## src/rtl/video_memory_streamer.sv

```systemverilog
// Banked dual-port SRAM front end: peripheral bus on port 0,
// video burst prefetcher with a small pop-handshake FIFO on port 1.
module video_memory_streamer #(
  parameter int SRAM_ADDRESS_SIZE = 9,
  parameter int BANK_COUNT_LOG2 = 2,
  parameter int BASE_ADDRESS = 0,
  parameter int FIFO_DEPTH_LOG2 = 3,
  localparam int BANK_COUNT = 1 << BANK_COUNT_LOG2,
  localparam int AW = SRAM_ADDRESS_SIZE + BANK_COUNT_LOG2
) (
  input  logic                          clk,
  input  logic                          rst,
  input  logic                          peripheralBus_we,
  input  logic                          peripheralBus_oe,
  output logic                          peripheralBus_busy,
  input  logic [23:0]                   peripheralBus_address,
  input  logic [3:0]                    peripheralBus_byteSelect,
  input  logic [31:0]                   peripheralBus_dataWrite,
  output logic [31:0]                   peripheralBus_dataRead,
  output logic                          requestOutput,
  input  logic                          video_start,
  input  logic [AW-1:0]                 video_startAddress,
  input  logic [AW:0]                   video_wordCount,
  input  logic                          video_pop,
  output logic [31:0]                   video_data,
  output logic                          video_dataValid,
  output logic                          video_busy,
  output logic [BANK_COUNT-1:0]         sram_csb0,
  output logic [BANK_COUNT-1:0]         sram_csb1,
  output logic                          sram_web0,
  output logic [3:0]                    sram_wmask0,
  output logic [SRAM_ADDRESS_SIZE-1:0]  sram_addr0,
  output logic [SRAM_ADDRESS_SIZE-1:0]  sram_addr1,
  output logic [31:0]                   sram_din0,
  input  logic [32*BANK_COUNT-1:0]      sram_dout0,
  input  logic [32*BANK_COUNT-1:0]      sram_dout1
);

  localparam int BW = 24 - AW - 2;
  localparam int DEPTH = 1 << FIFO_DEPTH_LOG2;
  localparam int CW = FIFO_DEPTH_LOG2 + 1;
  localparam int SA = SRAM_ADDRESS_SIZE;

  localparam logic [0:0] S_IDLE = 1'b0;
  localparam logic [0:0] S_STREAM = 1'b1;

  logic                       valid;
  logic [BANK_COUNT_LOG2-1:0] bus_bank;
  logic                       bus_access;
  logic                       rd_req;
  logic                       read_ready;
  logic [BANK_COUNT_LOG2-1:0] rd_bank;
  logic [31:0]                rd_word;
  logic [31:0]                rd_mask;
  logic                       unused;

  assign unused = ^peripheralBus_address[1:0];

  assign valid =
    peripheralBus_address[23:AW+2] == BW'(BASE_ADDRESS);
  assign bus_bank = peripheralBus_address[AW+1:SA+2];
  assign bus_access = (peripheralBus_we | peripheralBus_oe)
    & valid & !rst;
  assign rd_req = peripheralBus_oe & valid & !rst;

  assign sram_csb0 = bus_access
    ? ~(BANK_COUNT'(1) << bus_bank) : '1;
  assign sram_web0 = !(peripheralBus_we & valid & !rst);
  assign sram_wmask0 = peripheralBus_byteSelect;
  assign sram_addr0 = peripheralBus_address[SA+1:2];
  assign sram_din0 = peripheralBus_dataWrite;

  assign requestOutput = rd_req;
  assign peripheralBus_busy = rd_req & !read_ready;

  assign rd_word = sram_dout0[rd_bank*32 +: 32];
  assign rd_mask = {{8{peripheralBus_byteSelect[3]}},
                    {8{peripheralBus_byteSelect[2]}},
                    {8{peripheralBus_byteSelect[1]}},
                    {8{peripheralBus_byteSelect[0]}}};
  assign peripheralBus_dataRead = (rd_req & read_ready)
    ? (rd_word & rd_mask) : '0;

  always_ff @(posedge clk) begin
    if (rst) begin
      read_ready <= 1'b0;
      rd_bank <= '0;
    end else begin
      read_ready <= rd_req;
      rd_bank <= bus_bank;
    end
  end

  logic [0:0]                 state;
  logic [AW-1:0]              ptr;
  logic [AW:0]                remaining;
  logic                       in_flight;
  logic [BANK_COUNT_LOG2-1:0] fl_bank;
  logic [31:0]                fifo_mem [DEPTH];
  logic [FIFO_DEPTH_LOG2-1:0] wr_ptr;
  logic [FIFO_DEPTH_LOG2-1:0] rd_ptr;
  logic [FIFO_DEPTH_LOG2-1:0] rd_next;
  logic [CW-1:0]              count;
  logic [CW-1:0]              occ;
  logic                       issue;
  logic                       push;
  logic                       pop;
  logic [31:0]                push_data;
  logic [31:0]                head_next;

  // In-flight words reserve a FIFO slot so a landing word always fits.
  assign occ = count + CW'(in_flight);
  assign issue = !rst && state == S_STREAM
    && remaining != '0 && occ < CW'(DEPTH);

  assign sram_csb1 = issue
    ? ~(BANK_COUNT'(1) << ptr[AW-1:SA]) : '1;
  assign sram_addr1 = ptr[SA-1:0];

  assign push = in_flight;
  assign push_data = sram_dout1[fl_bank*32 +: 32];
  assign pop = video_pop && count != '0;
  assign rd_next = rd_ptr + FIFO_DEPTH_LOG2'(1);

  assign video_dataValid = count != '0;
  assign video_busy = state == S_STREAM;

  always_comb begin
    head_next = video_data;
    if (pop) begin
      if (count > CW'(1)) head_next = fifo_mem[rd_next];
      else if (push) head_next = push_data;
    end else if (count == '0 && push) begin
      head_next = push_data;
    end
  end

  always_ff @(posedge clk) begin
    if (rst) begin
      state <= S_IDLE;
      ptr <= '0;
      remaining <= '0;
      in_flight <= 1'b0;
      fl_bank <= '0;
    end else begin
      in_flight <= issue;
      fl_bank <= ptr[AW-1:SA];
      unique case (state)
        S_IDLE: begin
          if (video_start && video_wordCount != '0) begin
            ptr <= video_startAddress;
            remaining <= video_wordCount;
            state <= S_STREAM;
          end
        end
        S_STREAM: begin
          if (issue) begin
            ptr <= ptr + AW'(1);
            remaining <= remaining - (AW+1)'(1);
          end
          if (remaining == '0 && !in_flight) state <= S_IDLE;
        end
        default: state <= S_IDLE;
      endcase
    end
  end

  always_ff @(posedge clk) begin
    if (rst) begin
      wr_ptr <= '0;
      rd_ptr <= '0;
      count <= '0;
      video_data <= '0;
    end else begin
      if (push) wr_ptr <= wr_ptr + FIFO_DEPTH_LOG2'(1);
      if (pop) rd_ptr <= rd_next;
      unique case ({push, pop})
        2'b10: count <= count + CW'(1);
        2'b01: count <= count - CW'(1);
        default: count <= count;
      endcase
      video_data <= head_next;
    end
  end

  always_ff @(posedge clk) begin
    if (push) fifo_mem[wr_ptr] <= push_data;
  end

endmodule

```

## config.mk

```make
export PLATFORM = sky130hd
export DESIGN_NAME = video_memory_streamer
export DESIGN_NICKNAME = d
export VERILOG_FILES = /design/src/rtl/video_memory_streamer.sv
export SDC_FILE = /design/constraint.sdc
export NUM_CORES = 1
export LEC_CHECK = 0
export BUFFER_PORTS_ARGS = -buffer_cell sky130_fd_sc_hd__buf_2
export CORE_MARGIN = 5
export CORE_UTILIZATION = 40
export DETAILED_ROUTE_END_ITERATION = 10
export PLACE_DENSITY = 0.62
export SYNTH_ARGS = -nofsm -noshare
export SYNTH_HDL_FRONTEND = slang
export SYNTH_SLANG_ARGS = --single-unit
```

## constraint.sdc

```tcl
create_clock -name clk -period 3.8 [get_ports clk]
set_clock_uncertainty 0.2 [all_clocks]
set_input_delay 0.19 -clock clk [delete_from_list [all_inputs] [get_ports clk]]
set_output_delay 0.19 -clock clk [all_outputs]
set_load 0.01 [all_outputs]
```

Yosys cells after proc, flatten, opt, wreduce, memory -nomap -nowiden:

Memories as Yosys holds them, arrays and structs flattened.
Cells that the tools add are included.
Widths: inputs -> output; s select.

* register bits after elaboration: 72
* latch bits: 0
* RAM bits: 256
* memory bits (read-only): 0
* output and inout port bits: 131
* logic and storage cells: 83
* memories: 1

Memories
* fifo_mem: words 8, width 32, read ports 1, clocked after memory_dff 0, wr ports 1, line 99 `logic [31:0] fifo_mem [DEPTH];`

* add/sub/neg operators: 7
* $mul: 0
* divide/modulo/power cells: 0
* $lt $le $gt $ge: 2
* equality and inequality tests: 5
* shift operators: 4
* multiplexer cells: 19
* bitwise logic cells: 13
* reduce and logical (&&, ||, !) cells: 21

Operators with widths (count)
* $shiftx 128x8->32: 2
* $mux 32: 5
* $and 32x32->32: 1
* $mux 12: 2
* $pmux 12 s2: 1
* $reduce_bool 12->1: 2
* $mux 11: 2
* $pmux 11 s2: 1
* $logic_not 12->1: 1
* $sub 12x1->12 const B: 1
* $add 11x1->11 const B: 1
* $logic_not 11->1: 1
* $and 1x1->1: 8
* $mux 4: 2
* $not 4->4: 2
* $pmux 4 s2: 1
* $shl 1x2->4 const A: 2
* $logic_and 1x1->1: 7
* $add 3x1->3 const B: 2
* $add 4x1->4: 1
* $add 4x1->4 const B: 1
* $gt 4x1->1 const B: 1
* $logic_not 1->1: 4
* $logic_not 4->1: 1
* other kinds (14): 19

Logic depth before layout (Yosys ltp):

Gate-level depths: netlist of run 1.

* depth after elaboration: 6
* gate-level depth with buffers: 12
* mapped depth without buffers: 10

Least setup slack after synthesis of run 1:

Ideal clock, no wire load.

* path type: register to register
* from: reg in_flight
* to: mem fifo_mem[0][0], enable pin
* arrival: 2.774 ns
* data required time: 3.139 ns
* path slack: 0.365 ns
* cell stages (with the launch flop): 4
* buffers on the path: 1
* period minus slack after synthesis: 3.435 ns
* cells stage by stage: dfxtp_1 > buf_2 > nand2b_1 > nor3_1

* cells in the longest elaborated chain, start to end: 2

RTL lines
* from (decl): line 97 `logic in_flight;`
* from (signal assigned): line 146 `in_flight <= issue;`
* $mux 1: line 187 `if (push) fifo_mem[wr_ptr] <= push_data;`
* $mux 1 (implied by the code): line 187
* to (decl): line 99

No other way between the ends.

Worst setup path in the final report of run 1:

* from: reg count[1]
* to: reg video_data[27]

* cells in the longest elaborated chain, start to end: 4

RTL lines
* from (decl): line 103 `logic [CW-1:0] count;`
* from (signal assigned): line 178 `2'b10: count <= count + CW'(1);`
* from (signal assigned): line 179 `2'b01: count <= count - CW'(1);`
* from (signal assigned): line 180 `default: count <= count;`
* $reduce_bool 4->1 (*): line 122 `assign pop = video_pop && count != '0;`
* $logic_and 1x1->1 (*): line 122
* via pop: line 107 `logic pop;`
* $ne 3x2->1 (no line) / $reduce_bool 2->1 (equally long branches)
* $reduce_and 2->1 (no line)
* to (signal assigned): line 182 `video_data <= head_next;`
* to (decl): line 25 `output logic [31:0] video_data,`

Mark *: on every way through the listed nets, which the timed path passes. The rest lies on a longest branch.
A chain may end at the register's enable or synchronous reset.

==> flow_metrics.tcl, run 1 <==
set metrics [dict create \
    gr-usage-all-layers 0.1853 \
    wl_per_cell_um 21.90 \
    viasPerCell 5.373 \
    die-area_um2 42450 \
    io_pins 476 \
    maxCapViolCount 0 \
    drt-total-wl_um 41210 \
    synth.distinct_cells 47 \
    overflow 0 \
    cts_tree "yes" \
    synth-async-reset-ratio 0 \
    route.detailed.drc 0 \
    grt_max_degree 65 \
    worstSetupPathType "register to register" \
    port_buffers 391 \
    grt_pass1_wl_um 60440 \
    ctsLongestPathBuffers 3 \
    hp-start "sram_dout1[26]" \
    r2r_setup_slack_ns 0.72 \
    synth.area.top_cells "edfxtp_1, mux4_2, dfxtp_1, buf_4, mux2i_1" \
    syn2layout_area_growth_pct 24.53 \
    drt_pre_antenna_iters 5 \
    cts-buffers-inserted 36 \
    synth_nets 1332 \
    worstSetupEndpoint "video_data[27]" \
    p_leak_uw 0.007026 \
    nNetsFinal 1696 \
    yosys.area.top_type "edfxtp_1" \
    final_cell_mix "buf_2, edfxtp_1, mux4_2" \
    seq_area_frac_synth 0.5939 \
    critPathLaunchType "register" \
    rsz0062_at_grt "false" \
    gp_congestion 0.8208 \
    h-tree-depth 2 \
    globalRouteMet2Util 0.2818 \
    worst_ep_required_time_ns 4.04 \
    clk_latency_ns 0.50 \
    finalCritPeriodShare 0.8093 \
    ant_nets 0 \
    ys_ff_latch 328 \
    grt_pass1_vias 10253 \
    cp.arrival_ns 3.31 \
    synth_edf_count 256 \
    clk_pin_slew_ns 0.06 \
    root_buffer "clkbuf_16" \
    busiest_layer "met2" \
    r2r_end "video_data[27]" \
    start_util 0.4062 \
    power.density_nw_per_um2 561.6 \
    worst_pin_slew_ns 1.045 \
    grt_use_met1 0.2712 \
    vias 10112 \
    worst-path-max-fanout 18 \
    synth_area_per_cell_um2 15.72 \
    synth_cells 978 \
    r2r-start "count[1]" \
    dieWidth_um 206.0 \
    netlist_area_um2 15370 \
    antenna_found_initial 8 \
    endpoint_kind "register" \
    num_rows 71 \
    fmax_mhz 325.2 \
    dieHeight_um 206.0 \
    cts_resized 0 \
    cp-startpoint "count[1]" \
    ys_warn_count 0 \
    ys.flop_type "edfxtp_1" \
    slew_violations 0 \
    first_iter_violations 666 \
    period_minus_slack_ns 3.075 \
    fillCellCount 3237 \
    design_area_um2 19140 \
    grtUsageMet3 0.05727 \
    ir_drop_mv 0.3175 \
    rr_worst_depth 10 \
    core_area_um2 37840 \
    finalSetupTns_ns 0 \
    dpl_cell_area_um2 17630 \
    max-slew-margin-rel 0.3030 \
    synth_top_area_frac 0.5001 \
    setup_viol 0 \
    status "finished clean" \
    drive_gt1_frac 0.4536 \
    cts_sinks 328 \
    dp_hpwl_um 28100 \
    final_common_cell "buf_2" \
    hold_path.class "input pin to register" \
    hold_violations 0 \
]
synthesized netlist by cell type, types with 2 or more instances:
cell type	instances
edfxtp_1	256
mux4_2	128
dfxtp_1	72
nand2_1	62
buf_4	54
mux2i_1	38
nor2_1	38
nand2b_1	36
clkbuf_1	34
a32o_1	32
and3_1	28
buf_2	24
a21oi_1	23
nor2b_1	14
nand3_1	13
inv_1	11
xnor2_1	11
xor2_1	11
a211o_1	10
ha_1	9
a211oi_1	8
nand4_1	8
nor3_1	7
nor4_1	7
o21ai_0	6
buf_6	4
or3_1	4
o211ai_1	3
o22ai_1	3
a2111oi_0	2
a21o_1	2
and2_1	2
buf_1	2
nor4_2	2
or3b_1	2
flip-flops by register name, indices dropped and copies added (netlist names):
name and flops:
fifo_mem 256, video_data 32, remaining 12, ptr 11, count 4, rd_ptr 3, wr_ptr 3, fl_bank 2
rd_bank 2, in_flight 1, read_ready 1, video_busy 1
critical path, stage by stage (launching register included):
cell     delay [ns]
dfxtp_1        0.34
inv_1          0.11
ha_1           0.19
or3b_1         0.44
nand2_1        0.15
inv_1          0.07
ha_1           0.25
a21oi_1        0.30
nor2b_4        0.56
buf_12         0.23
a32o_1         0.17
through the flow:
step	worst slack, ns	util	hold WS, ns	instances	total power [µW]
after floorplan	0.3652	-	0.1117	978	6455
after global placement	0.7790	0.4659	0.1801	1786	7249
after detailed placement	0.7528	0.4659	0.1801	1786	7298
after CTS	0.7273	0.5057	0.0005960	1880	10900
after global routing	0.5289	0.5058	0.01262	1881	11300
final	0.7247	0.5058	0.02103	1882	10750
timing repair:
action	in CTS	in global routing
setup buffers	0	0
hold endpoints to repair	41	0
hold buffers	29	0
per-layer routing:
layer	up-vias	wire length [µm]
met5	-	21
met4	4	421
met3	49	3511
met2	372	19200
met1	5111	18060
li1	4576	-
power breakdown:
part,leakage [µW],switching [µW],internal (µW)
Combinational,0.00353,1370,1420
Sequential,0.00290,255,4150
Clock,0.000600,1350,2200
Total,0.00703,2980,7770
worst min path at each step:
stage	to	slack, ns	cells after the start
6_report	fifo_mem[2][26]	0.02	2
5_1_grt	fifo_mem[4][2]	0.01	2
3_5_place_dp	sram_addr0[3]	0.18	0
3_3_place_gp	sram_addr0[3]	0.18	0
4_1_cts	video_busy	0.0006	6
2_1_floorplan	read_ready	0.11	1
final cells by class:
class / count / area, µm² / share of cell area
Clock inverter: 19 / 256.5 / 0.01340
Timing Repair Buffer: 444 / 2502 / 0.1307
Inverter: 11 / 41.29 / 0.002157
Tap cell: 511 / 639.4 / 0.03340
Clock buffer: 46 / 958.4 / 0.05007
Sequential cell: 328 / 9136 / 0.4773
Multi-Input combinational cell: 521 / 5603 / 0.2927
Antenna cell: 2 / 5.005 / 0.0002615
cell families after synthesis:
| family | Yosys count | synth area share |
|---|---|---|
| DFF | 328 | 0.5939 |
| muxes | 166 | 0.2123 |
| AOI/OAI and AO/OA | 95 | 0.04778 |
| and+or+nand+nor | 229 | 0.07757 |
| buffers and inverters | 129 | 0.04860 |
| adders and majority gates | 9 | 0.007326 |
| xor gates and xnor gates | 22 | 0.01254 |
(Power assumes the default switching activity.)
==> run 2, diff against run 1 <==
clock period = 3.1 ns   (was 3.8 ns; I/O delays follow)
==> flow_metrics.tcl, run 2 (synthesis results as in run 1) <==
set metrics [dict create \
    status "finished clean" \
    cts-buffers-inserted 36 \
    worst-path-max-fanout 32 \
    post_cts_buffers 0 \
    crit_slowest_cell "nor2_4" \
    hold_violations 0 \
    drive_gt1_frac 0.4316 \
    gr-usage-all-layers 0.1910 \
    crit_chain "inv_1, ha_1, or3b_1, nand2_1, inv_1, ha_1, a21oi_1, nor2_4, a32o_1" \
    cts_tree "yes" \
    final_common_cell "buf_2" \
    cts_resized 0 \
    core_area_um2 37840 \
    final_cells 1940 \
    wl_per_cell_um 21.93 \
    root_buffer "clkbuf_16" \
    port_buffers 391 \
    cp.arrival_ns 3.17 \
    worst_pin_slew_ns 1.048 \
    reg_top3 "fifo_mem (256), video_data (32), remaining (12)" \
    die-area_um2 42450 \
    total_power_uw 13050 \
    p_leak_uw 0.007213 \
    grt_pass1_vias 10727 \
    grt_pass1_wl_um 62380 \
    pre_cts_ws_ns 0.1795 \
    rsz0062_at_grt "false" \
    power.density_nw_per_um2 663.3 \
    dieWidth_um 206.0 \
    ctsHoldBuffers 83 \
    max-slew-margin-rel 0.2997 \
    hold_path.class "input pin to register" \
    globalRouteMet2Util 0.2976 \
    final_cell_mix "buf_2, edfxtp_1, mux4_2" \
    start_util 0.4062 \
    worstSetupPathType "register to register" \
    h-tree-depth 2 \
    period_minus_slack_ns 2.928 \
    clk_pin_slew_ns 0.06 \
    drt_pre_antenna_iters 5 \
    critPathLaunchType "register" \
    grt_max_degree 66 \
    finalCritPeriodShare 0.9446 \
    dp.cells 1788 \
    finalSetupTns_ns 0 \
    first_iter_violations 615 \
    grt_use_met1 0.2687 \
    num_rows 71 \
    cts_sinks 328 \
    setup_viol 0 \
    overflow 0 \
    fin_ws_ns 0.1716 \
    clk_latency_ns 0.52 \
    worst_ep_required_time_ns 3.34 \
    route.detailed.drc 0 \
    io_pins 476 \
    vias 10364 \
    endpoint_kind "register" \
    slew_violations 0 \
    nNetsFinal 1752 \
    maxCapViolCount 0 \
    ant_nets 0 \
    drt-total-wl_um 42540 \
    holdWs_ns 0.006491 \
    antenna_found_initial 5 \
    busiest_layer "met2" \
    syn2layout_area_growth_pct 28.00 \
    largest_register_ffs 256 \
    ctsLongestPathBuffers 3 \
    largest_register "fifo_mem" \
    viasPerCell 5.342 \
    dieHeight_um 206.0 \
    grtUsageMet3 0.06292 \
    ir_drop_mv 0.4866 \
    dp_hpwl_um 27990 \
    slowest_delay_ns 0.82 \
    gp_congestion 0.8358 \
    fmax_mhz 341.5 \
]
==> run 2: cell count changes in the layout (fill, tap and decap cells not counted), sizes merged <==
cell | previous run | this run
buf | 415 | 417
bufinv | 6 | 1
clkbuf | 46 | 58
clkinv | 12 | 5
diode | 2 | 4
dlygate4sd3 | 29 | 83
==> run 2: where the power goes <==
part	switching [µW]	internal, µW	total (µW)	leakage [µW]
combinational	1830	1820	3650	0.00376
sequential	223	5090	5320	0.00290
clock	1660	2430	4090	0.000555
total	3710	9350	13100	0.00721
==> run 2: area by class of cell <==
cell class | count | area (µm²)
fill | 3205 | 18170
tap | 511 | 639.4
clock inverter | 7 | 97.59
sequential | 328 | 9136
antenna | 4 | 10.01
timing repair buffer | 500 | 3083
inverter | 11 | 41.29
clock buffer | 58 | 1055
multi-input combinational | 521 | 5613
==> run 2: stage by stage <==
step | cell area (µm²) | util
floorplan | 15380 | -
global placement | 17680 | 0.4672
detailed placement | 17680 | 0.4672
CTS | 19670 | 0.5196
global route | 19670 | 0.5196
finish | 19680 | 0.5199
==> run 2: final timing paths <==
kind                                      from         endpoint  slack (ns)  cells past startpoint
worst max-delay path                  count[0]   video_data[18]        0.17                      9
worst min-delay path            sram_dout1[18]  fifo_mem[4][18]       0.006                      2
worst max register to register        count[0]   video_data[18]        0.17                      9
worst min register to register   video_data[9]    video_data[9]        0.26                      1
==> run 2: critical path: cells and delay by family (launching register included) <==
family | cells | cell delay [ns]
simple gates | 3 | 1.19
fa+ha+maj | 2 | 0.48
flops | 1 | 0.44
compound gates | 2 | 0.38
buf+inv | 2 | 0.16
==> run 2: per-layer routing <==
metal / vias up / routed length (µm)
met2: 385 / 20120
met1: 5237 / 18070
met5: - / 21
li1: 4690 / -
met3: 48 / 3806
met4: 4 / 519
==> run 3, diff against run 2 <==
CORE_MARGIN = default   (was 5)
REMOVE_ABC_BUFFERS = 1   (was default)
==> flow_metrics.tcl, run 3 (synthesis results as in run 1) <==
set metrics [dict create \
    status "finished clean" \
    antenna_found_initial 16 \
    h-tree-depth 2 \
    cts_sinks 328 \
    clk_latency_ns 0.51 \
    root_buffer "clkbuf_16" \
    core_area_um2 37760 \
    clk_pin_slew_ns 0.06 \
    design_area_um2 19830 \
    grt_pass1_vias 10759 \
    seqCellArea_um2 9136 \
    cts-buffers-inserted 35 \
    vias 10520 \
    crit_slowest_cell "or4b_2" \
    hold_violations 0 \
    dp.cells 1792 \
    hp-start "sram_dout1[11]" \
    fillCellCount 3182 \
    final_cells 1951 \
    start_util 0.4071 \
    total_power_uw 13580 \
    largest_register_ffs 256 \
    critPathLaunchType "register" \
    gr-usage-all-layers 0.2267 \
    overflow 0 \
    dieWidth_um 198.0 \
    ant_nets 0 \
    rr_worst_depth 10 \
    dp_hpwl_um 29930 \
    fmax_mhz 355.3 \
    multi_input_area_um2 5613 \
    viasPerCell 5.392 \
    die-area_um2 39220 \
    endpoint_kind "register" \
    hold_path.class "input pin to register" \
    hold-path-cell-count 2 \
    rsz0062_at_grt "false" \
    num_rows 71 \
    r2r_end "count[3]" \
    worst_pin_slew_ns 0.6255 \
    ir_drop_mv 0.6224 \
    io_pins 476 \
    gp_congestion 0.9044 \
    cp-startpoint "count[0]" \
    power.density_nw_per_um2 685.2 \
    p_leak_uw 0.007298 \
    r2r_setup_slack_ns 0.29 \
    r2r-start "count[0]" \
    cts_resized 0 \
    finalCritPeriodShare 0.9079 \
    finalSetupTns_ns 0 \
    crit_chain "inv_1, ha_1, or3b_1, nand2_1, inv_1, ha_1, or4b_2, a21oi_1, xnor2_1, nor2_1" \
    nNetsFinal 1751 \
    wl_per_cell_um 22.92 \
    reg_top3 "fifo_mem (256), video_data (32), remaining (12)" \
    hold_end "fifo_mem[1][11]" \
    ctsLongestPathBuffers 3 \
    slew_violations 0 \
    drt-total-wl_um 44720 \
    ctsHoldBuffers 79 \
    final_cell_mix "buf_2, edfxtp_1, mux4_2" \
    route.detailed.drc 0 \
    final_common_cell "buf_2" \
    max-slew-margin-rel 0.5830 \
    grt_pass1_wl_um 65130 \
    grt_max_degree 66 \
    worst-path-max-fanout 7 \
    dpl_cell_area_um2 17720 \
    post_cts_buffers 0 \
    syn2layout_area_growth_pct 28.99 \
    largest_register "fifo_mem" \
    worstSetupPathType "register to register" \
    setup_viol 0 \
    final_util 0.5251 \
    cts_tree "yes" \
    slowest_delay_ns 0.61 \
    period_minus_slack_ns 2.814 \
    maxCapViolCount 0 \
    drive_gt1_frac 0.4403 \
    cp.arrival_ns 2.99 \
    dieHeight_um 198.0 \
    first_iter_violations 615 \
    port_buffers 391 \
    worst_ep_required_time_ns 3.28 \
    drt_pre_antenna_iters 5 \
]
==> run 3: worst max-delay path, delay by kind of cell (launching register included) <==
kind / cells / cell delay (ns)
AND/OR/NAND/NOR: 4 / 1.02
adder cells (fa/ha/maj): 2 / 0.49
flip-flops: 1 / 0.46
AO/OA/AOI/OAI: 1 / 0.19
buffers and inverters: 2 / 0.17
XOR/XNOR: 1 / 0.14
==> run 3: worst max-delay path by stage <==
stage,end,cells after the start
finish,count[3],10
global route,count[3],10
CTS,count[3],10
detailed placement,count[3],10
global placement,count[3],10
floorplan,video_data[0],5
==> run 3: area by class of cell <==
type	instances	share of cell area
inverters	11	0.002083
multi-input cells	521	0.2831
repair buffers	500	0.1556
clock buffers	42	0.04758
flip-flops and latches	328	0.4608
well taps	511	0.03225
clock inverters	22	0.01653
diodes	16	0.002019
==> run 3: stage by stage <==
| step | hold WS (ns) | worst slack, ns |
|---|---|---|
| 3_3_place_gp | 0.1101 | 0.3818 |
| 2_1_floorplan | 0.02407 | -3.267 |
| 6_report | 0.006884 | 0.2856 |
| 3_5_place_dp | 0.1101 | 0.3050 |
| 5_1_grt | 0.007324 | 0.1160 |
| 4_1_cts | 0.0005833 | 0.2942 |
==> run 3: report_power, final <==
group          switching [µW]  leakage, µW  internal (µW)
combinational            1830      0.00378           1890
clock                    1710     0.000617           2850
sequential                221      0.00290           5090
==> run 3: layer usage <==
metal	global-route usage	part of all wire	vias up
li1	-	-	4698
met1	0.2646	0.38	5299
met2	0.3876	0.51	450
met3	0.06081	0.070	69
met4	0.1036	0.036	4
met5	0.01788	0.0021	-
